==> config.mk <==
export PLATFORM = sky130hd
export DESIGN_NAME = regfile_wb_arbiter_flat
export DESIGN_NICKNAME = d
export VERILOG_FILES = /design/src/rtl/regfile_wb_arbiter_if.sv /design/src/rtl/regfile_wb_arbiter.sv /design/src/flat_wrapper.sv
export SDC_FILE = /design/constraint.sdc
export NUM_CORES = 1
export LEC_CHECK = 0
export BUFFER_PORTS_ARGS = -buffer_cell sky130_fd_sc_hd__buf_2
export CAP_MARGIN = 25
export CORE_ASPECT_RATIO = 1.5
export CORE_MARGIN = 1.5
export CORE_UTILIZATION = 30
export DETAILED_ROUTE_END_ITERATION = 7
export SLEW_MARGIN = 20
export SYNTH_ARGS = -nofsm -noshare
export SYNTH_HDL_FRONTEND = slang
export SYNTH_SLANG_ARGS = --single-unit
export TNS_END_PERCENT = 5
==> constraint.sdc <==
create_clock -name clk -period 3 [get_ports clk]
set_input_delay 0.3 -clock clk [delete_from_list [all_inputs] [get_ports clk]]
set_output_delay 0.3 -clock clk [all_outputs]
set_load 0.02 [all_outputs]
==> src/rtl/regfile_wb_arbiter_if.sv <==
// Writeback requester bundle: one valid/ready pair plus destination address and data per source.
// Address and data fields for requester i are packed at [i*ADDR_SIZE +: ADDR_SIZE] and [i*XLEN +: XLEN].
interface regfile_wb_arbiter_if #(
    parameter int NUM_REQ   = 3,
    parameter int ADDR_SIZE = 5,
    parameter int XLEN      = 64
);
    logic [NUM_REQ-1:0]           req_valid;
    logic [NUM_REQ-1:0]           req_ready;
    logic [NUM_REQ*ADDR_SIZE-1:0] req_addr;
    logic [NUM_REQ*XLEN-1:0]      req_data;

    modport master (
        output req_valid,
        output req_addr,
        output req_data,
        input  req_ready
    );

    modport slave (
        input  req_valid,
        input  req_addr,
        input  req_data,
        output req_ready
    );
endinterface

==> src/rtl/regfile_wb_arbiter.sv <==
// Round-robin arbiter sharing the register file write port among several writeback sources,
// with a registered output stage and a busy scoreboard used by issue stall logic.
module regfile_wb_arbiter #(
    parameter int NUM_REQ       = 3,
    parameter int ADDR_SIZE     = 5,
    parameter int XLEN          = 64,
    parameter int NUM_REGISTERS = 32
) (
    input  logic                     clk,
    input  logic                     rst,
    regfile_wb_arbiter_if.slave      req,
    input  logic                     issue_valid,
    input  logic [ADDR_SIZE-1:0]     issue_addr,
    output logic [NUM_REGISTERS-1:0] busy,
    output logic                     write_enable,
    output logic [ADDR_SIZE-1:0]     write_addr,
    output logic [XLEN-1:0]          write_data
);
    localparam int PTR_W = (NUM_REQ > 1) ? $clog2(NUM_REQ) : 1;

    logic [PTR_W-1:0]         rr_ptr;
    logic [PTR_W-1:0]         grant_idx;
    logic [PTR_W-1:0]         next_ptr;
    logic [NUM_REQ-1:0]       grant;
    logic                     grant_found;
    logic                     write_pending;
    logic [NUM_REGISTERS-1:0] busy_next;
    int                       scan_idx;

    logic [ADDR_SIZE-1:0] addr_arr [NUM_REQ];
    logic [XLEN-1:0]      data_arr [NUM_REQ];

    for (genvar i = 0; i < NUM_REQ; i++) begin : g_unpack
        assign addr_arr[i] = req.req_addr[i*ADDR_SIZE +: ADDR_SIZE];
        assign data_arr[i] = req.req_data[i*XLEN +: XLEN];
    end

    // Scan from the farthest offset back to rr_ptr so the closest valid requester is the last one kept.
    always_comb begin
        grant       = '0;
        grant_idx   = '0;
        grant_found = 1'b0;
        scan_idx    = 0;
        for (int k = NUM_REQ - 1; k >= 0; k--) begin
            scan_idx = int'(rr_ptr) + k;
            if (scan_idx >= NUM_REQ) begin
                scan_idx = scan_idx - NUM_REQ;
            end
            if (req.req_valid[PTR_W'(scan_idx)]) begin
                grant_found = 1'b1;
                grant_idx   = PTR_W'(scan_idx);
            end
        end
        if (grant_found) begin
            grant[grant_idx] = 1'b1;
        end
    end

    assign next_ptr      = (grant_idx == PTR_W'(NUM_REQ - 1)) ? '0 : grant_idx + PTR_W'(1);
    assign req.req_ready = rst ? '0 : grant;

    // Output stage; a register-0 writeback still consumes its grant but never reaches the port.
    always_ff @(posedge clk) begin
        if (rst) begin
            rr_ptr        <= '0;
            write_pending <= 1'b0;
            write_addr    <= '0;
            write_data    <= '0;
        end else if (grant_found) begin
            rr_ptr        <= next_ptr;
            write_addr    <= addr_arr[grant_idx];
            write_data    <= data_arr[grant_idx];
            write_pending <= (addr_arr[grant_idx] != '0);
        end else begin
            write_pending <= 1'b0;
        end
    end

    // Gating with rst discards a write still in flight when reset arrives.
    assign write_enable = write_pending & ~rst;

    always_comb begin
        busy_next    = busy;
        busy_next[0] = 1'b0;
        for (int r = 1; r < NUM_REGISTERS; r++) begin
            if (issue_valid && (issue_addr == ADDR_SIZE'(r))) begin
                busy_next[r] = 1'b1;
            end else if (write_pending && (write_addr == ADDR_SIZE'(r))) begin
                busy_next[r] = 1'b0;
            end
        end
    end

    always_ff @(posedge clk) begin
        if (rst) begin
            busy <= '0;
        end else begin
            busy <= busy_next;
        end
    end
endmodule

==> src/flat_wrapper.sv <==
// flat-port wrapper written by rule: the top's interface ports become plain ports
module regfile_wb_arbiter_flat 
#(
    parameter int NUM_REQ       = 3,
    parameter int ADDR_SIZE     = 5,
    parameter int XLEN          = 64,
    parameter int NUM_REGISTERS = 32
)
  (clk, rst, issue_valid, issue_addr, busy, write_enable, write_addr, write_data, req_req_valid, req_req_addr, req_req_data, req_req_ready);
  regfile_wb_arbiter_if #(.NUM_REQ(NUM_REQ), .ADDR_SIZE(ADDR_SIZE), .XLEN(XLEN)) req_i ();
  input  logic clk;
  input  logic rst;
  input  logic issue_valid;
  input  logic [ADDR_SIZE-1:0] issue_addr;
  output logic [NUM_REGISTERS-1:0] busy;
  output logic write_enable;
  output logic [ADDR_SIZE-1:0] write_addr;
  output logic [XLEN-1:0] write_data;
  input wire logic [$bits(req_i.req_valid)-1:0] req_req_valid;
  input wire logic [$bits(req_i.req_addr)-1:0] req_req_addr;
  input wire logic [$bits(req_i.req_data)-1:0] req_req_data;
  output wire logic [$bits(req_i.req_ready)-1:0] req_req_ready;
  assign req_i.req_valid = req_req_valid;
  assign req_i.req_addr = req_req_addr;
  assign req_i.req_data = req_req_data;
  assign req_req_ready = req_i.req_ready;
  regfile_wb_arbiter #(.NUM_REQ(NUM_REQ), .ADDR_SIZE(ADDR_SIZE), .XLEN(XLEN), .NUM_REGISTERS(NUM_REGISTERS)) u_core (.clk(clk), .rst(rst), .req(req_i), .issue_valid(issue_valid), .issue_addr(issue_addr), .busy(busy), .write_enable(write_enable), .write_addr(write_addr), .write_data(write_data));
endmodule
=== Word level (Yosys, flattened, before mapping) ===
Cells that the tools add are included.

* Divide/modulo/power cells: 0
* Reduce and logical (&&, ||, !) cells: 96
* Shifts and indexed selects: 0
* Multiplexer cells: 91
* Add/sub/neg operators: 6
* Eq/ne operators: 63
* Bitwise logic cells: 4
* Multiply operators: 0
* $lt $le $gt $ge: 9

{| class="wikitable"
|+ Operator list
! kind !! number
|-
| 5-bit equality test (second input constant) || 32
|-
| 64-bit binary-select mux with 2-bit select || 1
|-
| 64-bit 2-to-1 mux || 2
|-
| 5-bit by 4-bit equality test with 1-bit output (second input constant) || 16
|-
| 1-bit 2-to-1 mux || 72
|-
| 1-bit logical AND || 63
|-
| 2-bit nonzero test || 31
|-
| 5-bit by 3-bit equality test with 1-bit output (second input constant) || 8
|-
| 5-bit by 2-bit equality test with 1-bit output (second input constant) || 4
|-
| 2-bit 2-to-1 mux || 7
|-
| 2-bit by 4-bit < comparator with 1-bit output (second input constant) || 3
|-
| 5-bit binary-select mux with 2-bit select || 1
|-
| 5-bit by 1-bit equality test with 1-bit output (second input constant) || 2
|-
| 5-bit 2-to-1 mux || 2
|-
| 1-bit binary-select mux with 2-bit select || 3
|-
| 3-bit by 2-bit greater-or-equal comparator with 1-bit output (second input constant) || 2
|-
| 3-bit 2-to-1 mux || 2
|-
| 5-bit nonzero test || 1
|-
| 2-bit by 1-bit subtractor with 2-bit output (second input constant) || 2
|-
| 2-bit by 1-bit adder with 3-bit output (second input constant) || 1
|-
| 2-bit by 2-bit adder with 3-bit output (second input constant) || 1
|-
| 3-bit greater-or-equal comparator (second input constant) || 1
|-
| 2-bit by 3-bit < comparator with 1-bit output (second input constant) || 1
|-
| 2-bit inverter with 3-bit output || 1
|-
| 9 further kinds || 10
|}

* Bits in latches: 0
* Bits in writable memories: 0
* Word-level logic and storage cells: 305
* ROM bits: 0
* Register bits after elaboration: 104
* Input bits: 218
* Memories: 0
* Output and inout port bits: 105

=== Longest topological paths before layout ===
* Depth after elaboration: 15
* Mapped depth: 11
* Depth with buffers taken out: 7

=== Least setup slack after synthesis ===
OpenSTA, ideal clock, no wires.

* Kind: register to output
* Start point: reg u_core.rr_ptr[1]
* End point: out req_req_ready[2]
* Arrival time: 2.097 ns
* Buffers on the path: 3
* Cell stages (with the launch flop): 9
* Slack: 0.603 ns
* Required time: 2.700 ns
* Cells stage by stage: dfxtp_1 -> inv_1 -> ha_1 -> buf_6 -> or2_1 -> a32o_2 -> buf_2 -> clkbuf_1 -> nor3_1

* Cells in the longest elaborated chain, start to end: 15
* Elaborated cells between the ends (all ways): 33
* Those cells by class: add/sub: 5; order compare: 5; mux: 22; reduce/logical: 1

{| class="wikitable"
|+ Ends and longest elaborated chain
! item !! line !! text
|-
| start, declared || regfile_wb_arbiter.sv:21 || <nowiki>logic [PTR_W-1:0] rr_ptr;</nowiki>
|-
| start signal, assigned || regfile_wb_arbiter.sv:70 || <nowiki>rr_ptr <= next_ptr;</nowiki>
|-
| 2-bit by 2-bit adder with 3-bit output || regfile_wb_arbiter.sv:45 || <nowiki>scan_idx = int'(rr_ptr) + k;</nowiki>
|-
| 3-bit by 2-bit greater-or-equal comparator with 1-bit output / 2-bit by 1-bit subtractor with 2-bit output (equally long branches) || regfile_wb_arbiter.sv:46, regfile_wb_arbiter.sv:47 ||
|-
| 2-bit 2-to-1 mux || regfile_wb_arbiter.sv:46 || <nowiki>if (scan_idx >= NUM_REQ) begin</nowiki>
|-
| 1-bit binary-select mux with 2-bit select || regfile_wb_arbiter.sv:49 || <nowiki>if (req.req_valid[PTR_W'(scan_idx)]) begin</nowiki>
|-
| 1-bit 2-to-1 mux (not written as such) (2 in a row) || regfile_wb_arbiter.sv:49 ||
|-
| 2-bit 2-to-1 mux (3 in a row) || regfile_wb_arbiter.sv:49 ||
|-
| 2-bit by 3-bit < comparator with 1-bit output (not written as such) / 2-bit by 1-bit greater-or-equal comparator with 1-bit output (equally long branches) || regfile_wb_arbiter.sv:55 || <nowiki>grant[grant_idx] = 1'b1;</nowiki>
|-
| 1-bit logical AND (not written as such) || regfile_wb_arbiter.sv:55 ||
|-
| 1-bit 2-to-1 mux (not written as such) || regfile_wb_arbiter.sv:55 ||
|-
| 1-bit demux with 2-bit select || n/a ||
|-
| 3-bit 2-to-1 mux (*) || regfile_wb_arbiter.sv:54 || <nowiki>if (grant_found) begin</nowiki>
|-
| 3-bit 2-to-1 mux (*) || regfile_wb_arbiter.sv:60 || <nowiki>assign req.req_ready = rst ? '0 : grant;</nowiki>
|-
| end, declared || flat_wrapper.sv:22 || <nowiki>output wire logic [$bits(req_i.req_ready)-1:0] req_req_ready;</nowiki>
|}

Every way passes the cells marked *; elsewhere a longest branch is shown, timed or not. The select of a mux whose other input is x is not followed.

=== Final worst setup path ===
* Start point: reg u_core.rr_ptr[0]
* End point: out req_req_ready[0]

The elaborated chain is that of the path after synthesis.

==> run metrics <==
total setup buffers inserted after CTS 0; height of the die 173 um; Critical Path Fanout Max 46; via count of the first global-routing pass 6,689; via/cell ratio around 5.6; setup repair after global routing missed its margin false; CTS tree yes; Critical Path Max Stage Delay around 450 ps; P_int between 4000 and 5000 uW; Die Wd about 120 um; Worst path slowest cell sky130_fd_sc_hd__ha_2; maximum number of pins on one net before global-route repair 93; proportion of total power due to net switching around 45%; switching power total 3280 uW; number of search-and-repair iterations in the first detailed-routing pass 5; clock network fraction of total power between 10% and 20%; die area roughly 0.02 mm^2; number of antenna violations at the first check in global routing 4; clock buffer count from CTS 9; smallest setup slack after layout between 150 and 200 ps; reg-to-reg critical path startpoint u_core.rr_ptr[0]; critical path, cell by cell inv_1 -> ha_2 -> and4b_1 -> o32a_2 -> buf_6 -> nand2_1 -> and3_1 -> buf_2; Final Setup Violations 0; number of violations of the max-capacitance limit 0; number of different library cells in the post-synthesis netlist 47; Main synth FF type sky130_fd_sc_hd__dfxtp_1; hold-critical path endpoint u_core.write_data[5]; Critical R2R Capture u_core.write_addr[4]; PortBufs 321; average wire per cell in the routed design approximately 19 um; standard cell core area around 0.019 mm^2; sort of element at the start of the critical path register; post-place setup slack a little over 300 ps; shortest period the worst path allows between 2000 and 3000 ps; Highest Clock Rate 351 MHz; synthesized flop and latch total 103; cell types with the largest area share after synthesis sky130_fd_sc_hd__dfxtp_1 36%, sky130_fd_sc_hd__a32o_1 12%, sky130_fd_sc_hd__a21oi_1 8.9%, sky130_fd_sc_hd__o22ai_1 7.5%, sky130_fd_sc_hd__or3_1 7.5%; HPWL Detailed ~16 mm; library cell used as clock root buffer sky130_fd_sc_hd__clkbuf_16; worst endpoint required time around 2700 ps; worst slew margin relative to its limit 59.1%; share of the yosys chip area belonging to registers a little over a third; number of H-tree levels 3; CTS clk-pin slew, worst paths approximately 80 ps; Synth Area per Inst ~8 um^2; worst hold path depth 3; via total after detailed routing just over 7,000; I/O pins about 320; area of the mapped netlist just under 0.006 mm^2; total congestion overflow after global routing 0; number of enable flip-flop cells after synthesis 0; leakage power figure 0.00331 uW; cts-stage hold buffer count 0; number of gates given a new drive strength after cts 1; iteration-0 DRC count of the detailed router 470; Worst Min Path Start req_req_data[133]; leading area contributor after synthesis sky130_fd_sc_hd__dfxtp_1; starting density of the core just over 30%; R2R depth 7; Synthesized Nets 944; share of the clock period used by the worst path after layout 94.9%; global-route wire length before repair between 30 and 40 mm; Hold Fails Final Rpt 0; TritonCTS sink count between 100 and 150; portion of total power attributed to sequential cells about 28%; most used standard cells in the synthesized netlist 103 x sky130_fd_sc_hd__a21oi_1, 103 x sky130_fd_sc_hd__dfxtp_1, 73 x sky130_fd_sc_hd__nor3_1; synthesis warning total 0; number of routed nets with antenna violations 0; final count of pins violating max slew 0; flop2flop setup slack between 500 and 600 ps; Row Count slightly above 60; total power per unit cell area ~900 mW/mm^2; portion of total power attributed to combinational logic a little over half; Clock Latency Late Sink 360 ps; worst path arrival time between 2000 and 3000 ps; post-synth top area share between 30 and 40%; post-synthesis cell count between 700 and 800; total global routing track utilization roughly 22%; share of post-route cells with drive strength above 1 a little under two fifths; Max Clock Skew approximately 8 ps; DRC violation count after routing 0; type of the worst min-delay path in2reg; Worst Setup Path Type reg2out; CP endpoint kind primary output; maximum buffer depth of the clock tree 2; Final Power roughly 7300 uW; final layout net count about 1,200; async set or reset register ratio after synthesis 0%; maximum vdd drop 0.376 mV; actual slew at the worst max-slew pin around 600 ps; sum of negative setup slack 0 ps; Area Overhead vs Synth 37.6%; final weighted congestion of routability-driven global placement ~0.86; Total Routed Length 23.2 mm; result of the run finished clean
-- critical path: cells and delay by family, from the launching register on --
kind / cells / cell delay [ps]
compound gates: 1 / 190
buf+inv: 3 / 540
simple gates: 3 / 640
flops: 1 / 370
fa+ha+maj: 1 / 450
-- how the worst max path moves through the flow --
stage	startpoint	end	slack [ps]	cells past startpoint
floorplan	u_core.rr_ptr[1]	req_req_ready[2]	600	8
global placement	u_core.rr_ptr[0]	req_req_ready[0]	370	8
detailed placement	u_core.rr_ptr[0]	req_req_ready[0]	310	8
CTS	u_core.rr_ptr[0]	req_req_ready[0]	40	8
global route	u_core.rr_ptr[0]	req_req_ready[0]	20	8
finish	u_core.rr_ptr[0]	req_req_ready[0]	150	8
-- layout make-up --
type	instances	area, um^2
well taps	256	320
multi-input cells	532	3390
flip-flops and latches	103	2060
inverters	2	7.51
clock buffers	11	243
repair buffers	339	1850
diodes	3	7.51
clock inverters	5	81.3
fillers	2037	11000
-- stage by stage --
| stage | utilization, % | cells | hold slack (ps) | instance area [um^2] |
|---|---|---|---|---|
| floorplan | - | 723 | 449 | 5780 |
| global placement | 40.1 | 1232 | 441 | 7620 |
| detailed placement | 40.1 | 1232 | 448 | 7620 |
| CTS | 41.8 | 1248 | 258 | 7950 |
| global route | 41.9 | 1251 | 263 | 7960 |
| finish | 41.9 | 1251 | 272 | 7960 |
-- flip-flops by register name, indices dropped and copies added (netlist names) --
register / cells
u_core.busy: 31
u_core.rr_ptr: 2
u_core.write_addr: 5
u_core.write_data: 64
u_core.write_pending: 1
-- power groups by stage --
stage          logic, uW  clock network, uW  registers, uW
6_report            3980               1300           2020
5_1_grt             4270               1390           2080
4_1_cts             3980               1340           2020
3_5_place_dp        3970                  0           2050
3_3_place_gp        3960                  0           2040
2_1_floorplan       2200                  0           2500
-- cells in the final DEF (no fill, tap or decap), types with 3 or more instances in the layout --
master / n
sky130_fd_sc_hd__nand2b_1: 6
sky130_fd_sc_hd__or3_1: 69
sky130_fd_sc_hd__diode_2: 3
sky130_fd_sc_hd__and3_1: 4
sky130_fd_sc_hd__o21ai_0: 34
sky130_fd_sc_hd__a32o_1: 69
sky130_fd_sc_hd__buf_4: 9
sky130_fd_sc_hd__nand3_1: 14
sky130_fd_sc_hd__nor2b_1: 11
sky130_fd_sc_hd__dfxtp_1: 103
sky130_fd_sc_hd__nand2_1: 36
sky130_fd_sc_hd__a21oi_1: 103
sky130_fd_sc_hd__o22ai_1: 69
sky130_fd_sc_hd__nor2_1: 9
sky130_fd_sc_hd__buf_2: 321
sky130_fd_sc_hd__clkbuf_16: 9
sky130_fd_sc_hd__nor3_1: 73
sky130_fd_sc_hd__buf_12: 8
-- metal layers --
metal | up-vias | share of wire, % | GRT usage [%]
met3 | 44 | 6.7 | 5.01
met2 | 294 | 51 | 37.9
met5 | - | 0.056 | 0
met4 | 2 | 3.1 | 10.3
met1 | 3392 | 39 | 25.9
li1 | 3326 | - | -
-- logic make-up after synthesis --
family | count (synthesis) | synth area share (%)
other | 1 | 0.0648
adders and majority gates | 3 | 0.649
AOI/OAI and AO/OA | 289 | 34.0
and+or+nand+nor | 236 | 22.0
buffers and inverters | 88 | 6.92
DFF | 103 | 35.6
muxes | 3 | 0.735
(Power assumes the default switching activity.)
